--- src/rtl/mem_port_arbiter_if.sv ---
// Bundle of the fetch port, data port and shared memory port seen by mem_port_arbiter.
// The arbiter uses the slave view; requesters and the memory sit on the master view.
interface mem_port_arbiter_if #(
  parameter int unsigned ADDR_W = 32,
  parameter int unsigned DATA_W = 32
);
  logic              if_req;
  logic [ADDR_W-1:0] if_addr;
  logic [DATA_W-1:0] if_rdata;
  logic              if_ack;
  logic              dm_req;
  logic              dm_we;
  logic [ADDR_W-1:0] dm_addr;
  logic [DATA_W-1:0] dm_wdata;
  logic [DATA_W-1:0] dm_rdata;
  logic              dm_ack;
  logic              mem_en;
  logic              mem_we;
  logic [ADDR_W-1:0] mem_addr;
  logic [DATA_W-1:0] mem_wdata;
  logic [DATA_W-1:0] mem_rdata;
  logic              stall_if;
  logic              stall_dm;

  modport slave (
    input  if_req, if_addr, dm_req, dm_we, dm_addr, dm_wdata, mem_rdata,
    output if_rdata, if_ack, dm_rdata, dm_ack, mem_en, mem_we, mem_addr, mem_wdata,
    output stall_if, stall_dm
  );

  modport master (
    output if_req, if_addr, dm_req, dm_we, dm_addr, dm_wdata, mem_rdata,
    input  if_rdata, if_ack, dm_rdata, dm_ack, mem_en, mem_we, mem_addr, mem_wdata,
    input  stall_if, stall_dm
  );
endinterface

--- src/rtl/mem_port_arbiter.sv ---
// Round-robin sequencer sharing one single-port memory between fetch (IF) and data (DM) ports.
// Define ARB_WR_POST_EN to post DM writes (ack one cycle after mem_en, no latency wait).
module mem_port_arbiter #(
  parameter int unsigned ADDR_W  = 32,
  parameter int unsigned DATA_W  = 32,
  parameter int unsigned MEM_LAT = 2
) (
  input logic                clk,
  input logic                rst,
  mem_port_arbiter_if.slave  bus
);

  localparam int unsigned CntW = (MEM_LAT > 1) ? $clog2(MEM_LAT) : 1;

  typedef enum logic [1:0] {StIdle, StIssue, StWait} state_e;

  state_e            state_q, state_d;
  logic [CntW-1:0]   cnt_q, cnt_d;
  logic              last_dm_q, last_dm_d;
  logic              we_q, we_d;
  logic [ADDR_W-1:0] addr_q, addr_d;
  logic [DATA_W-1:0] wdata_q, wdata_d;
  logic [DATA_W-1:0] if_rdata_q, if_rdata_d;
  logic [DATA_W-1:0] dm_rdata_q, dm_rdata_d;
  logic              if_ack_q, if_ack_d;
  logic              dm_ack_q, dm_ack_d;

  logic if_elig, dm_elig, grant_dm;

  // A port being acked this cycle has just been served; its held req is not a new request.
  assign if_elig  = bus.if_req & ~if_ack_q;
  assign dm_elig  = bus.dm_req & ~dm_ack_q;
  assign grant_dm = dm_elig & (~if_elig | ~last_dm_q);

  always_comb begin
    state_d    = state_q;
    cnt_d      = cnt_q;
    last_dm_d  = last_dm_q;
    we_d       = we_q;
    addr_d     = addr_q;
    wdata_d    = wdata_q;
    if_rdata_d = if_rdata_q;
    dm_rdata_d = dm_rdata_q;
    if_ack_d   = 1'b0;
    dm_ack_d   = 1'b0;
    case (state_q)
      StIdle: begin
        if (if_elig || dm_elig) begin
          last_dm_d = grant_dm;
          we_d      = grant_dm & bus.dm_we;
          addr_d    = grant_dm ? bus.dm_addr : bus.if_addr;
          wdata_d   = grant_dm ? bus.dm_wdata : '0;
          state_d   = StIssue;
        end
      end
      StIssue: begin
        // A zero load makes WAIT capture immediately, which covers MEM_LAT == 1.
        cnt_d   = CntW'(MEM_LAT - 1);
        state_d = StWait;
`ifdef ARB_WR_POST_EN
        if (we_q) begin
          dm_ack_d = 1'b1;
          state_d  = StIdle;
        end
`endif
      end
      StWait: begin
        if (cnt_q == '0) begin
          state_d = StIdle;
          if (last_dm_q) begin
            dm_ack_d = 1'b1;
            if (!we_q) dm_rdata_d = bus.mem_rdata;
          end else begin
            if_ack_d   = 1'b1;
            if_rdata_d = bus.mem_rdata;
          end
        end else begin
          cnt_d = cnt_q - CntW'(1);
        end
      end
      default: state_d = StIdle;
    endcase
  end

  always_ff @(posedge clk or posedge rst) begin
    if (rst) begin
      state_q    <= StIdle;
      cnt_q      <= '0;
      last_dm_q  <= 1'b0;
      we_q       <= 1'b0;
      addr_q     <= '0;
      wdata_q    <= '0;
      if_rdata_q <= '0;
      dm_rdata_q <= '0;
      if_ack_q   <= 1'b0;
      dm_ack_q   <= 1'b0;
    end else begin
      state_q    <= state_d;
      cnt_q      <= cnt_d;
      last_dm_q  <= last_dm_d;
      we_q       <= we_d;
      addr_q     <= addr_d;
      wdata_q    <= wdata_d;
      if_rdata_q <= if_rdata_d;
      dm_rdata_q <= dm_rdata_d;
      if_ack_q   <= if_ack_d;
      dm_ack_q   <= dm_ack_d;
    end
  end

  assign bus.mem_en    = (state_q == StIssue);
  assign bus.mem_we    = (state_q == StIssue) & we_q;
  assign bus.mem_addr  = addr_q;
  assign bus.mem_wdata = wdata_q;
  assign bus.if_rdata  = if_rdata_q;
  assign bus.dm_rdata  = dm_rdata_q;
  assign bus.if_ack    = if_ack_q;
  assign bus.dm_ack    = dm_ack_q;
  assign bus.stall_if  = bus.if_req & ~if_ack_q;
  assign bus.stall_dm  = bus.dm_req & ~dm_ack_q;

endmodule

--- src/flat_wrapper.sv ---
// flat-port wrapper written by rule: the top's interface ports become plain ports
module mem_port_arbiter_flat 
#(
  parameter int unsigned ADDR_W  = 32,
  parameter int unsigned DATA_W  = 32,
  parameter int unsigned MEM_LAT = 2
)
  (clk, rst, bus_if_req, bus_if_addr, bus_dm_req, bus_dm_we, bus_dm_addr, bus_dm_wdata, bus_mem_rdata, bus_if_rdata, bus_if_ack, bus_dm_rdata, bus_dm_ack, bus_mem_en, bus_mem_we, bus_mem_addr, bus_mem_wdata, bus_stall_if, bus_stall_dm);
  mem_port_arbiter_if #(.ADDR_W(ADDR_W), .DATA_W(DATA_W)) bus_i ();
  input logic clk;
  input logic rst;
  input wire logic [$bits(bus_i.if_req)-1:0] bus_if_req;
  input wire logic [$bits(bus_i.if_addr)-1:0] bus_if_addr;
  input wire logic [$bits(bus_i.dm_req)-1:0] bus_dm_req;
  input wire logic [$bits(bus_i.dm_we)-1:0] bus_dm_we;
  input wire logic [$bits(bus_i.dm_addr)-1:0] bus_dm_addr;
  input wire logic [$bits(bus_i.dm_wdata)-1:0] bus_dm_wdata;
  input wire logic [$bits(bus_i.mem_rdata)-1:0] bus_mem_rdata;
  output wire logic [$bits(bus_i.if_rdata)-1:0] bus_if_rdata;
  output wire logic [$bits(bus_i.if_ack)-1:0] bus_if_ack;
  output wire logic [$bits(bus_i.dm_rdata)-1:0] bus_dm_rdata;
  output wire logic [$bits(bus_i.dm_ack)-1:0] bus_dm_ack;
  output wire logic [$bits(bus_i.mem_en)-1:0] bus_mem_en;
  output wire logic [$bits(bus_i.mem_we)-1:0] bus_mem_we;
  output wire logic [$bits(bus_i.mem_addr)-1:0] bus_mem_addr;
  output wire logic [$bits(bus_i.mem_wdata)-1:0] bus_mem_wdata;
  output wire logic [$bits(bus_i.stall_if)-1:0] bus_stall_if;
  output wire logic [$bits(bus_i.stall_dm)-1:0] bus_stall_dm;
  assign bus_i.if_req = bus_if_req;
  assign bus_i.if_addr = bus_if_addr;
  assign bus_i.dm_req = bus_dm_req;
  assign bus_i.dm_we = bus_dm_we;
  assign bus_i.dm_addr = bus_dm_addr;
  assign bus_i.dm_wdata = bus_dm_wdata;
  assign bus_i.mem_rdata = bus_mem_rdata;
  assign bus_if_rdata = bus_i.if_rdata;
  assign bus_if_ack = bus_i.if_ack;
  assign bus_dm_rdata = bus_i.dm_rdata;
  assign bus_dm_ack = bus_i.dm_ack;
  assign bus_mem_en = bus_i.mem_en;
  assign bus_mem_we = bus_i.mem_we;
  assign bus_mem_addr = bus_i.mem_addr;
  assign bus_mem_wdata = bus_i.mem_wdata;
  assign bus_stall_if = bus_i.stall_if;
  assign bus_stall_dm = bus_i.stall_dm;
  mem_port_arbiter #(.ADDR_W(ADDR_W), .DATA_W(DATA_W), .MEM_LAT(MEM_LAT)) u_core (.clk(clk), .rst(rst), .bus(bus_i));
endmodule
--- config.mk ---
export PLATFORM = sky130hd
export DESIGN_NAME = mem_port_arbiter_flat
export DESIGN_NICKNAME = d
export VERILOG_FILES = /design/src/rtl/mem_port_arbiter_if.sv /design/src/rtl/mem_port_arbiter.sv /design/src/flat_wrapper.sv
export SDC_FILE = /design/constraint.sdc
export NUM_CORES = 1
export LEC_CHECK = 0
export CAP_MARGIN = 10
export CORE_MARGIN = 2
export CORE_UTILIZATION = 37
export DETAILED_ROUTE_END_ITERATION = 7
export PLACE_DENSITY_LB_ADDON = 0.3
export SYNTH_ARGS = -nofsm -noshare
export SYNTH_HDL_FRONTEND = slang
export SYNTH_SLANG_ARGS = --single-unit
--- constraint.sdc ---
create_clock -name clk -period 13.1 [get_ports clk]
set_clock_uncertainty 0.05 [all_clocks]
set_input_delay 3.275 -clock clk [delete_from_list [all_inputs] [get_ports clk]]
set_output_delay 3.275 -clock clk [all_outputs]
set_load 0.005 [all_outputs]
* Yosys cells after proc, flatten, opt, wreduce, memory -nomap -nowiden
Index checks and enable logic that the tools add are counted.
Storage, ports and cells: input bits 133, logic and storage cells 47, output and inout bits 134, flip-flop bits (word level) 135
Operators by class: bitwise gates (word level) 12, mux-type cells 13, reduce and logical (&&, ||, !) cells 7, equality and inequality tests 4, add/sub/neg operators 1
Operator list (number):
- 2-to-1 mux 32 bit | 2
- 2-to-1 mux 1 bit | 7
- NOT 1 bit | 6
- case mux 2 bit (3 select lines) | 1
- bitwise AND 1 bit | 5
- 2-to-1 mux 2 bit | 2
- AND reduction 2 bit | 2
- AND reduction 4 bit | 1
- AND reduction 3 bit | 1
- equality test 2 x 1 -> 1 bit (second input constant) | 1
- equality test 2 bit (second input constant) | 1
- logical NOT 2 bit | 1
- != test 2 x 1 -> 1 bit (second input constant) | 1
- != test 2 bit (second input constant) | 1
- case mux 1 bit (2 select lines) | 1
- nonzero test 2 bit | 1
- logical OR 1 bit | 1
- bitwise OR 1 bit | 1
- subtractor 1 bit (second input constant) | 1

* Depth between registers and ports, before layout
Gate-level depths: netlist (run 1).
word-level depth 6, gate-level depth with buffers 7, depth with buffers taken out 5

* Least setup slack after synthesis (run 1)
Ideal clock, no wire load.
path type input -> output, from input bus_if_req, to output bus_stall_if, data required time 9.775 ns, arrival 3.522 ns, setup slack 6.253 ns, stages 3, buffers on the path 1, cell sequence nand2b_1 buf_2 inv_2
On the way: cells in the longest elaborated chain, start to end 1
Ends and longest elaborated chain:
- start: declaration | RTL line flat_wrapper.sv:12 | input wire logic [$bits(bus_i.if_req)-1:0] bus_if_req;
- bitwise AND 1 bit | RTL line mem_port_arbiter.sv:119 | assign bus.stall_if = bus.if_req & ~if_ack_q;
- end: declaration | RTL line flat_wrapper.sv:27 | output wire logic [$bits(bus_i.stall_if)-1:0] bus_stall_if;
Every way passes these cells.

* Worst setup path in the final report (run 1)
from input bus_dm_req, to output bus_stall_dm
On the way: cells in the longest elaborated chain, start to end 1
Ends and longest elaborated chain:
- start: declaration | RTL line flat_wrapper.sv:14 | input wire logic [$bits(bus_i.dm_req)-1:0] bus_dm_req;
- bitwise AND 1 bit | RTL line mem_port_arbiter.sv:120 | assign bus.stall_dm = bus.dm_req & ~dm_ack_q;
- end: declaration | RTL line flat_wrapper.sv:28 | output wire logic [$bits(bus_i.stall_dm)-1:0] bus_stall_dm;
Every way passes these cells.

==> results of run 1 <==
## cells in the mapped netlist (2+ instances only)
| cell | number | area share (%) |
|---|---|---|
| buf_6 | 5 | 0.95 |
| buf_4 | 7 | 0.88 |
| buf_2 | 9 | 0.76 |
| and3b_1 | 33 | 4.9 |
| clkbuf_1 | 23 | 1.5 |
| a221oi_1 | 32 | 4.7 |
| and2_1 | 2 | 0.21 |
| o21ai_0 | 32 | 2.7 |
| inv_2 | 2 | 0.13 |
| dfrtp_1 | 135 | 57 |
| a22o_1 | 33 | 4.9 |
| ha_1 | 4 | 0.84 |
| mux2_1 | 65 | 12 |
| a22oi_1 | 32 | 4.0 |
| inv_1 | 36 | 2.3 |
## power by group through the flow
stage	Sequential (mW)	Combinational, mW	Clock [mW]
floorplan	0.720	0.327	0
global placement	0.711	0.810	0
detailed placement	0.718	0.832	0
CTS	0.716	0.837	0.499
global route	0.740	0.898	0.520
finish	0.716	0.832	0.490
## state kept, by name, indices dropped and copies added, names as in the netlist
register and cells:
u_core.bus.dm_ack 1, u_core.bus.dm_rdata 32, u_core.bus.if_ack 1, u_core.bus.if_rdata 32
u_core.bus.mem_addr 32, u_core.bus.mem_wdata 32, u_core.cnt_q 1, u_core.last_dm_q 1
u_core.state_q 2, u_core.we_q 1
## layout by cell type (no fill, tap or decap), drive strengths merged
master and n:
clkdlybuf4s50 266, dfrtp 135, mux2 65, inv 39
and3b 33, a22o 33, o21ai 33, a221oi 32
a22oi 32, clkbuf 20, clkinv 7, buf 6
ha 4, bufinv 3, and2 2, nand2b 2
diode 1, nand3b 1, nor3 1, and4bb 1
nor3b 1, and3 1, a31oi 1, mux2i 1
a21o 1, a21oi 1, o22a 1, clkinvlp 1
## layer usage
metal  vias to the layer above  GRT usage [%]
met1                      2391           22.4
met5                         -              0
met3                        40           4.97
li1                       2204              -
met2                       188           35.9
met4                         0           10.2
## critical path, cell delays in order
cell             delay (ns)
clkdlybuf4s50_1        1.12
nand2b_4               0.57
inv_2                  0.24
clkdlybuf4s50_1        0.53
## cell type report
type / count / area share (%)
well taps: 216 / 2.90
flip-flops and latches: 135 / 36.2
repair buffers: 272 / 29.3
multi-input cells: 246 / 23.5
clock inverters: 11 / 1.58
clock buffers: 20 / 4.90
diodes: 1 / 0.0268
inverters: 39 / 1.62
## metrics by stage
stage                     area (sq um)  power (mW)  std cells  hold WS (ns)  worst slack (ns)
after global placement            8690        1.52        907         0.416              4.09
final                             9320        2.04        940         0.434              4.00
after floorplan                   5940        1.05        464         0.429              6.16
after global routing              9320        2.16        940         0.455              3.83
after CTS                         9290        2.05        938         0.437              4.08
after detailed placement          8690        1.55        907         0.424              4.07
## logic make-up after synthesis
family	Yosys count	synth area share, %
compound gates	134	16.9
fa+ha+maj	4	0.843
buf+inv	83	6.51
flops	135	56.9
mux	66	12.5
simple gates	42	6.34
## how the worst max path moves through the flow
stage | endpoint | slack (ns) | cells after the start | from
floorplan | u_core.bus.dm_ack | 6.16 | 1 | rst
global placement | bus_stall_dm | 4.09 | 4 | bus_dm_req
detailed placement | bus_stall_dm | 4.07 | 4 | bus_dm_req
CTS | bus_stall_dm | 4.08 | 4 | bus_dm_req
global route | bus_stall_dm | 3.83 | 4 | bus_dm_req
finish | bus_stall_dm | 4.00 | 4 | bus_dm_req
==> run_results.csv, run 1 <==
group,metric,value,unit
global_routing,grt_util_all_layers,20.2,%
sta,maxSlewViolCount,0,
clock_tree,postCtsSetupRepairBufs,0,
clock_tree,ctsResizeCount,0,
layout,drive_above_1_share,5.95,%
setup_path,critPathMaxFanout,68,
route,wl,17.3,mm
power,p_leak,4.16,nW
route,drt-pass1-iter-count,4,
worst_hold_path,min_to,"u_core.bus.dm_rdata[14]",
layout,final_nets,848,
logic_synthesis,syn_nets,601,
sta,worstMarginPinSlew,1.25,ns
floorplan,initial_utilization,37.7,%
route,route.met3.wl,1.04,mm
setup_path,ff2ff_path_depth,5,
floorplan,die_w,131,um
job,max_cap_viol_count,0,
route,post_drt_wl_per_cell,18.5,um
route,drtIter0Drc,218,
logic_synthesis,yosysUniqueCellTypes,29,
power,p_switching,609,uW
route,drc,0,
setup_path,arrival,5.77,ns
sta,period_needed,9.10,ns
route,viasPerCell,5.13,
global_routing,grt_pass1_wl,26.6,mm
worst_hold_path,hold_class,"register to register",
logic_synthesis,ys_ff_latch,135,
power,sw_frac_of_total,29.9,%
sta,setup-tns-final,0,ns
clock_tree,cts-root-buf,"clkbuf_16",
setup_path,rr_startpoint,"u_core.bus.dm_ack",
logic_synthesis,synthesis.area,0.00594,sq mm
power,ir_drop,0.109,mV
layout,fill_cells,1278,
sta,rsz0062_at_grt,"false",
place,place_hpwl,12.0,mm
setup_path,ff2ff_setup_slack,9.85,ns
route,drt-met1-wl,6.56,mm
layout,final_util,59.1,%
logic_synthesis,synth_edf_count,0,
route,dr.max_layer_used,"met4",
setup_path,r2r-end,"u_core.bus.mem_addr[9]",
power,clock_power_share,24.1,%
place,numPortBuffers,266,
sta,hold_viol_final,0,
logic_synthesis,syn_avg_cell_area,12.8,sq um
floorplan,row_count,46,
clock_tree,cts_buffers,17,
route,vias,4823,
run_status,status,"completed",
place,gp_congestion,0.794,
setup_path,critPathCaptureType,"output port",
clock_tree,clock_latency,0.41,ns
layout,regArea,0.00338,sq mm
setup_path,required,9.77,ns
logic_synthesis,synth_flop_cell,"dfrtp_1",
clock_tree,clk_pin_slew,0.06,ns
logic_synthesis,synthCells,464,
floorplan,dieHeight,131,um
clock_tree,cts_hold_buffers,0,
layout,multi_input_area,0.00219,sq mm
global_routing,overflow,0,
floorplan,io_pins,267,
setup_path,critPathKind,"input pin to output port",
worst_hold_path,holdPathStages,1,
worst_hold_path,min_from,"u_core.bus.dm_rdata[14]",
power,p_comb_share,40.8,%
clock_tree,clk_path_buf_depth,2,
sta,fmax,0.110,GHz
logic_synthesis,yosysSeqAreaShare,56.9,%
logic_synthesis,synth_warnings,0,
floorplan,fp.coreArea,0.0158,sq mm
power,p_int,1.43,mW
setup_path,cp-start-kind,"input pin",
global_routing,antenna_found_initial,1,
route,wl_met2,9.10,mm
clock_tree,cts_sinks,135,
sta,period_share,69.4,%
global_routing,grt_pass1_vias,5056,
logic_synthesis,async_flop_share,100,%
clock_tree,cts-htree-levels,4,
global_routing,grt_max_degree,87,
sta,finalSetupViolations,0,
sta,relSlewSlack,16.2,%
power,powerDensity,219,mW/mm^2
route,antenna_left,0,
power,seqPwrFrac,35.1,%
layout,syn_to_final_growth,57.0,%
floorplan,dieArea,0.0171,sq mm
clock_tree,cts_tree,"built",
Note: power is estimated with default switching activity, not from simulation.
==> run 2, diff against run 1 <==
Clock period 13.1 ns to 7.4 ns, I/O delays scaled along.
==> run 2 against run 1 <==
- die area unchanged
- via count fell by 0.89%
- critical path depth unchanged
- wire length rose by 0.21%
- sequential share of layout area about the same
- core utilization barely moved
- sequential power up 77%
- total power up 76%
- hold slack about the same
- register-to-register slack got worse by 5.2 ns
- worst setup slack worse by 2.2 ns
- clock-buffer cell count down 3
- critical path type unchanged
- critical endpoint unchanged
- largest cell class unchanged
==> run_results.csv, run 2 (synthesis gave the netlist of run 1 again) <==
group,metric,value,unit
place,numPortBuffers,266,
setup_path,ff2ff_setup_slack,4.61,ns
setup_path,required,5.50,ns
floorplan,fp.coreArea,0.0158,sq mm
route,drt-pass1-iter-count,5,
layout,final_nets,849,
route,post_drt_wl_per_cell,18.5,um
floorplan,io_pins,267,
worst_hold_path,hold_class,"register to register",
sta,period_needed,5.59,ns
clock_tree,clock_latency,0.42,ns
global_routing,grt_max_degree,72,
place,gp_congestion,0.784,
setup_path,arrival,3.69,ns
floorplan,dieArea,0.0171,sq mm
clock_tree,clk_pin_slew,0.06,ns
clock_tree,cts_sinks,135,
power,power.total,3.60,mW
layout,n_antenna_cell,0,
place,dpl.cell_count,908,
layout,final_cell_mix,"266 x clkdlybuf4s50_1, 135 x dfrtp_1, 65 x mux2_1",
sta,setup-tns-final,0,ns
layout,fin_cells,941,
sta,period_share,75.6,%
global_routing,grt_pass1_vias,5094,
floorplan,dieHeight,131,um
clock_tree,cts-htree-levels,4,
route,antenna_left,0,
route,drc,0,
run_status,status,"completed",
sta,worstMarginPinSlew,1.19,ns
floorplan,row_count,46,
setup_path,critPathKind,"input pin to output port",
clock_tree,cts_hold_buffers,0,
clock_tree,ctsResizeCount,0,
job,max_cap_viol_count,0,
layout,mostFrequentLayoutCell,"clkdlybuf4s50_1",
layout,final_cell_area,0.00933,sq mm
power,p_leak,4.16,nW
global_routing,grt_util_all_layers,20.4,%
power,ir_drop,0.200,mV
layout,syn_to_final_growth,57.0,%
sta,timing.hold.ws,0.434,ns
place,dp_slack,1.88,ns
global_routing,antenna_found_initial,0,
sta,finalSetupViolations,0,
floorplan,die_w,131,um
clock_tree,cts_buffers,17,
route,drtIter0Drc,174,
sta,relSlewSlack,20.1,%
sta,fmax,0.179,GHz
place,place_area,0.00870,sq mm
setup_path,cp-start-kind,"input pin",
route,vias,4780,
power,powerDensity,386,mW/mm^2
layout,final_util,59.1,%
layout,fill_cells,1323,
clock_tree,cts_tree,"built",
global_routing,grt_pass1_wl,26.5,mm
place,place_hpwl,12.1,mm
clock_tree,postCtsSetupRepairBufs,0,
sta,setup_slack,1.81,ns
global_routing,overflow,0,
setup_path,critPathCaptureType,"output port",
sta,maxSlewViolCount,0,
sta,rsz0062_at_grt,"false",
route,viasPerCell,5.08,
route,wl,17.4,mm
layout,drive_above_1_share,6.34,%
setup_path,critPathMaxFanout,33,
clock_tree,cts-root-buf,"clkbuf_16",
floorplan,initial_utilization,37.7,%
clock_tree,clk_path_buf_depth,2,
sta,hold_viol_final,0,
[run 2: where the power goes]
part	leakage [nW]	internal [mW]	total [mW]	switching (mW)
combinational	2.19	0.907	1.47	0.562
sequential	1.68	1.07	1.27	0.194
clock	0.295	0.486	0.859	0.373
total	4.16	2.47	3.60	1.13
[run 2: final cells by class]
type / count / area, sq um / area share [%]
Clock inverter: 15 / 179 / 1.92
Timing Repair Buffer: 273 / 2730 / 29.3
Inverter: 39 / 151 / 1.62
Multi-Input combinational cell: 246 / 2190 / 23.5
Sequential cell: 135 / 3380 / 36.2
Tap cell: 216 / 270 / 2.90
Clock buffer: 17 / 425 / 4.56
[run 2: critical path: stages]
cell,delay [ns]
clkdlybuf4s50_1,1.14
nand2b_4,0.08
inv_2,0.11
clkdlybuf4s50_1,0.50
[run 2: final timing paths]
check	startpoint	end	cells past startpoint
worst min-delay path	u_core.bus.dm_rdata[13]	u_core.bus.dm_rdata[13]	1
worst min register to register	u_core.bus.dm_rdata[13]	u_core.bus.dm_rdata[13]	1
min in group asynchronous	rst	u_core.bus.if_rdata[6]	2
worst max-delay path	bus_dm_req	bus_stall_dm	4
max in group asynchronous	rst	u_core.bus.mem_addr[2]	3
worst max register to register	u_core.state_q[0]	u_core.bus.mem_wdata[29]	6
[run 2: layer usage]
layer	global-route usage (%)	vias up	routed length, um
met1	24.1	2355	6760
li1	-	2206	-
met5	0	-	0
met2	34.4	177	9020
met4	10.3	0	647
met3	5.33	42	961
==> run 3, diff against run 2 <==
Clock period 7.4 ns to 5.3 ns, I/O delays scaled along.
==> run 3 against run 2 <==
- flip-flop and latch count stayed put
- global-route usage fell by 0.12 points
- worst setup slack worse by 0.62 ns
- largest cell class unchanged
- total power up 39%
- first-iteration DRC count down 16%
- critical endpoint unchanged
- sequential power up 39%
- clock-buffer cell count increased by 1
- core utilization up 0.11 points
- combinational power increased by 39%
- wire length shrank 2.0%
==> run_results.csv, run 3 (synthesis gave the netlist of run 1 again) <==
group,metric,value,unit
floorplan,io_pins,267,
setup_path,arrival,2.74,ns
setup_path,cp-start-kind,"input pin",
layout,drive_above_1_share,6.47,%
power,p_leak,4.16,nW
worst_hold_path,hold_class,"register to register",
sta,relSlewSlack,28.0,%
layout,syn_to_final_growth,57.3,%
global_routing,overflow,0,
sta,timing.hold.ws,0.433,ns
floorplan,initial_utilization,37.7,%
sta,setup-tns-final,0,ns
place,dp_slack,1.19,ns
setup_path,crit_start,"bus_dm_req",
place,place_area,0.00871,sq mm
route,viasPerCell,5.10,
clock_tree,cts_tree,"built",
route,drt-pass1-iter-count,5,
sta,finalSetupViolations,0,
floorplan,fp.coreArea,0.0158,sq mm
layout,final_nets,852,
layout,final_cell_area,0.00934,sq mm
clock_tree,cts-root-buf,"clkbuf_16",
route,drc,0,
setup_path,critPathKind,"input pin to output port",
clock_tree,cts_hold_buffers,0,
place,gp_congestion,0.833,
floorplan,dieHeight,131,um
layout,fill_cells,1308,
layout,n_antenna_cell,0,
clock_tree,clk_pin_slew,0.06,ns
layout,mostFrequentLayoutCell,"clkdlybuf4s50_1",
route,antenna_left,0,
sta,worstMarginPinSlew,1.08,ns
power,ir_drop,0.252,mV
floorplan,die_w,131,um
global_routing,antenna_found_initial,0,
sta,period_share,77.6,%
worst_hold_path,min_from,"u_core.bus.if_rdata[7]",
place,place_hpwl,12.0,mm
setup_path,critPathMaxFanout,33,
route,vias,4805,
global_routing,grt_util_all_layers,20.3,%
run_status,status,"completed",
setup_path,required,3.92,ns
floorplan,dieArea,0.0171,sq mm
place,numPortBuffers,266,
setup_path,critPathCaptureType,"output port",
route,wl,17.0,mm
setup_path,rr_startpoint,"u_core.state_q[0]",
global_routing,grt_pass1_vias,5082,
sta,fmax,0.243,GHz
layout,final_cell_mix,"266 x clkdlybuf4s50_1, 135 x dfrtp_1, 65 x mux2_1",
job,max_cap_viol_count,0,
clock_tree,ctsResizeCount,0,
clock_tree,cts-htree-levels,4,
route,drtIter0Drc,147,
layout,final_util,59.2,%
clock_tree,cts_sinks,135,
global_routing,grt_pass1_wl,26.5,mm
sta,setup_slack,1.19,ns
clock_tree,postCtsSetupRepairBufs,0,
route,post_drt_wl_per_cell,18.1,um
layout,regArea,0.00338,sq mm
global_routing,grt_max_degree,85,
sta,hold_viol_final,0,
power,powerDensity,536,mW/mm^2
sta,period_needed,4.11,ns
clock_tree,cts_buffers,17,
sta,rsz0062_at_grt,"false",
layout,multi_input_area,0.00219,sq mm
floorplan,row_count,46,
clock_tree,clock_latency,0.40,ns
sta,maxSlewViolCount,0,
clock_tree,clk_path_buf_depth,2,
==> run 3: cell types whose count changed in the layout (fill, tap and decap cells not counted), moves of 3 or more <==
cell        previous run  this run
inv_8                  5         0
clkinv_2               0         3
inv_6                  7         3
clkinvlp_4             1         4
==> run 3: area by class of cell <==
type	count	area share, %
Tap cell	216	2.89
Sequential cell	135	36.2
Clock inverter	12	1.63
Multi-Input combinational cell	246	23.4
Clock buffer	18	4.70
Inverter	39	1.62
Timing Repair Buffer	276	29.6
==> run 3: path summary, 6_finish.rpt <==
check | endpoint | depth (start not counted) | slack [ns]
setup reg to reg | u_core.bus.mem_wdata[3] | 6 | 2.52
hold / removal | u_core.bus.if_rdata[7] | 1 | 0.43
hold reg to reg | u_core.bus.if_rdata[7] | 1 | 0.43
min in group asynchronous | u_core.bus.if_rdata[14] | 2 | 1.38
setup / recovery | bus_stall_dm | 5 | 1.19
max in group asynchronous | u_core.bus.mem_addr[7] | 3 | 2.92
==> run 3: report_power, final <==
group          leakage [nW]  internal (mW)  switching, mW
Sequential             1.68           1.50          0.268
Combinational          2.20           1.27          0.777
Clock                 0.280          0.747          0.438
==> run 3: per-stage QoR <==
stage               power, mW  std cells
floorplan                2.59        464
global placement         3.77        910
detailed placement       3.84        910
CTS                      5.05        940
global route             5.32        942
finish                   5.01        942
==> run 3: critical path: stages <==
cell	delay, ns
clkdlybuf4s50_1	0.45
buf_4	0.29
nand2b_4	0.08
inv_2	0.08
clkdlybuf4s50_1	0.50
==> run 3: metal layers <==
metal	track usage (%)	routed length, um	vias to the layer above
li1	-	-	2213
met1	23.9	6540	2362
met2	34.0	8730	181
met3	4.93	988	49
met4	11.4	772	0
met5	0	0	-
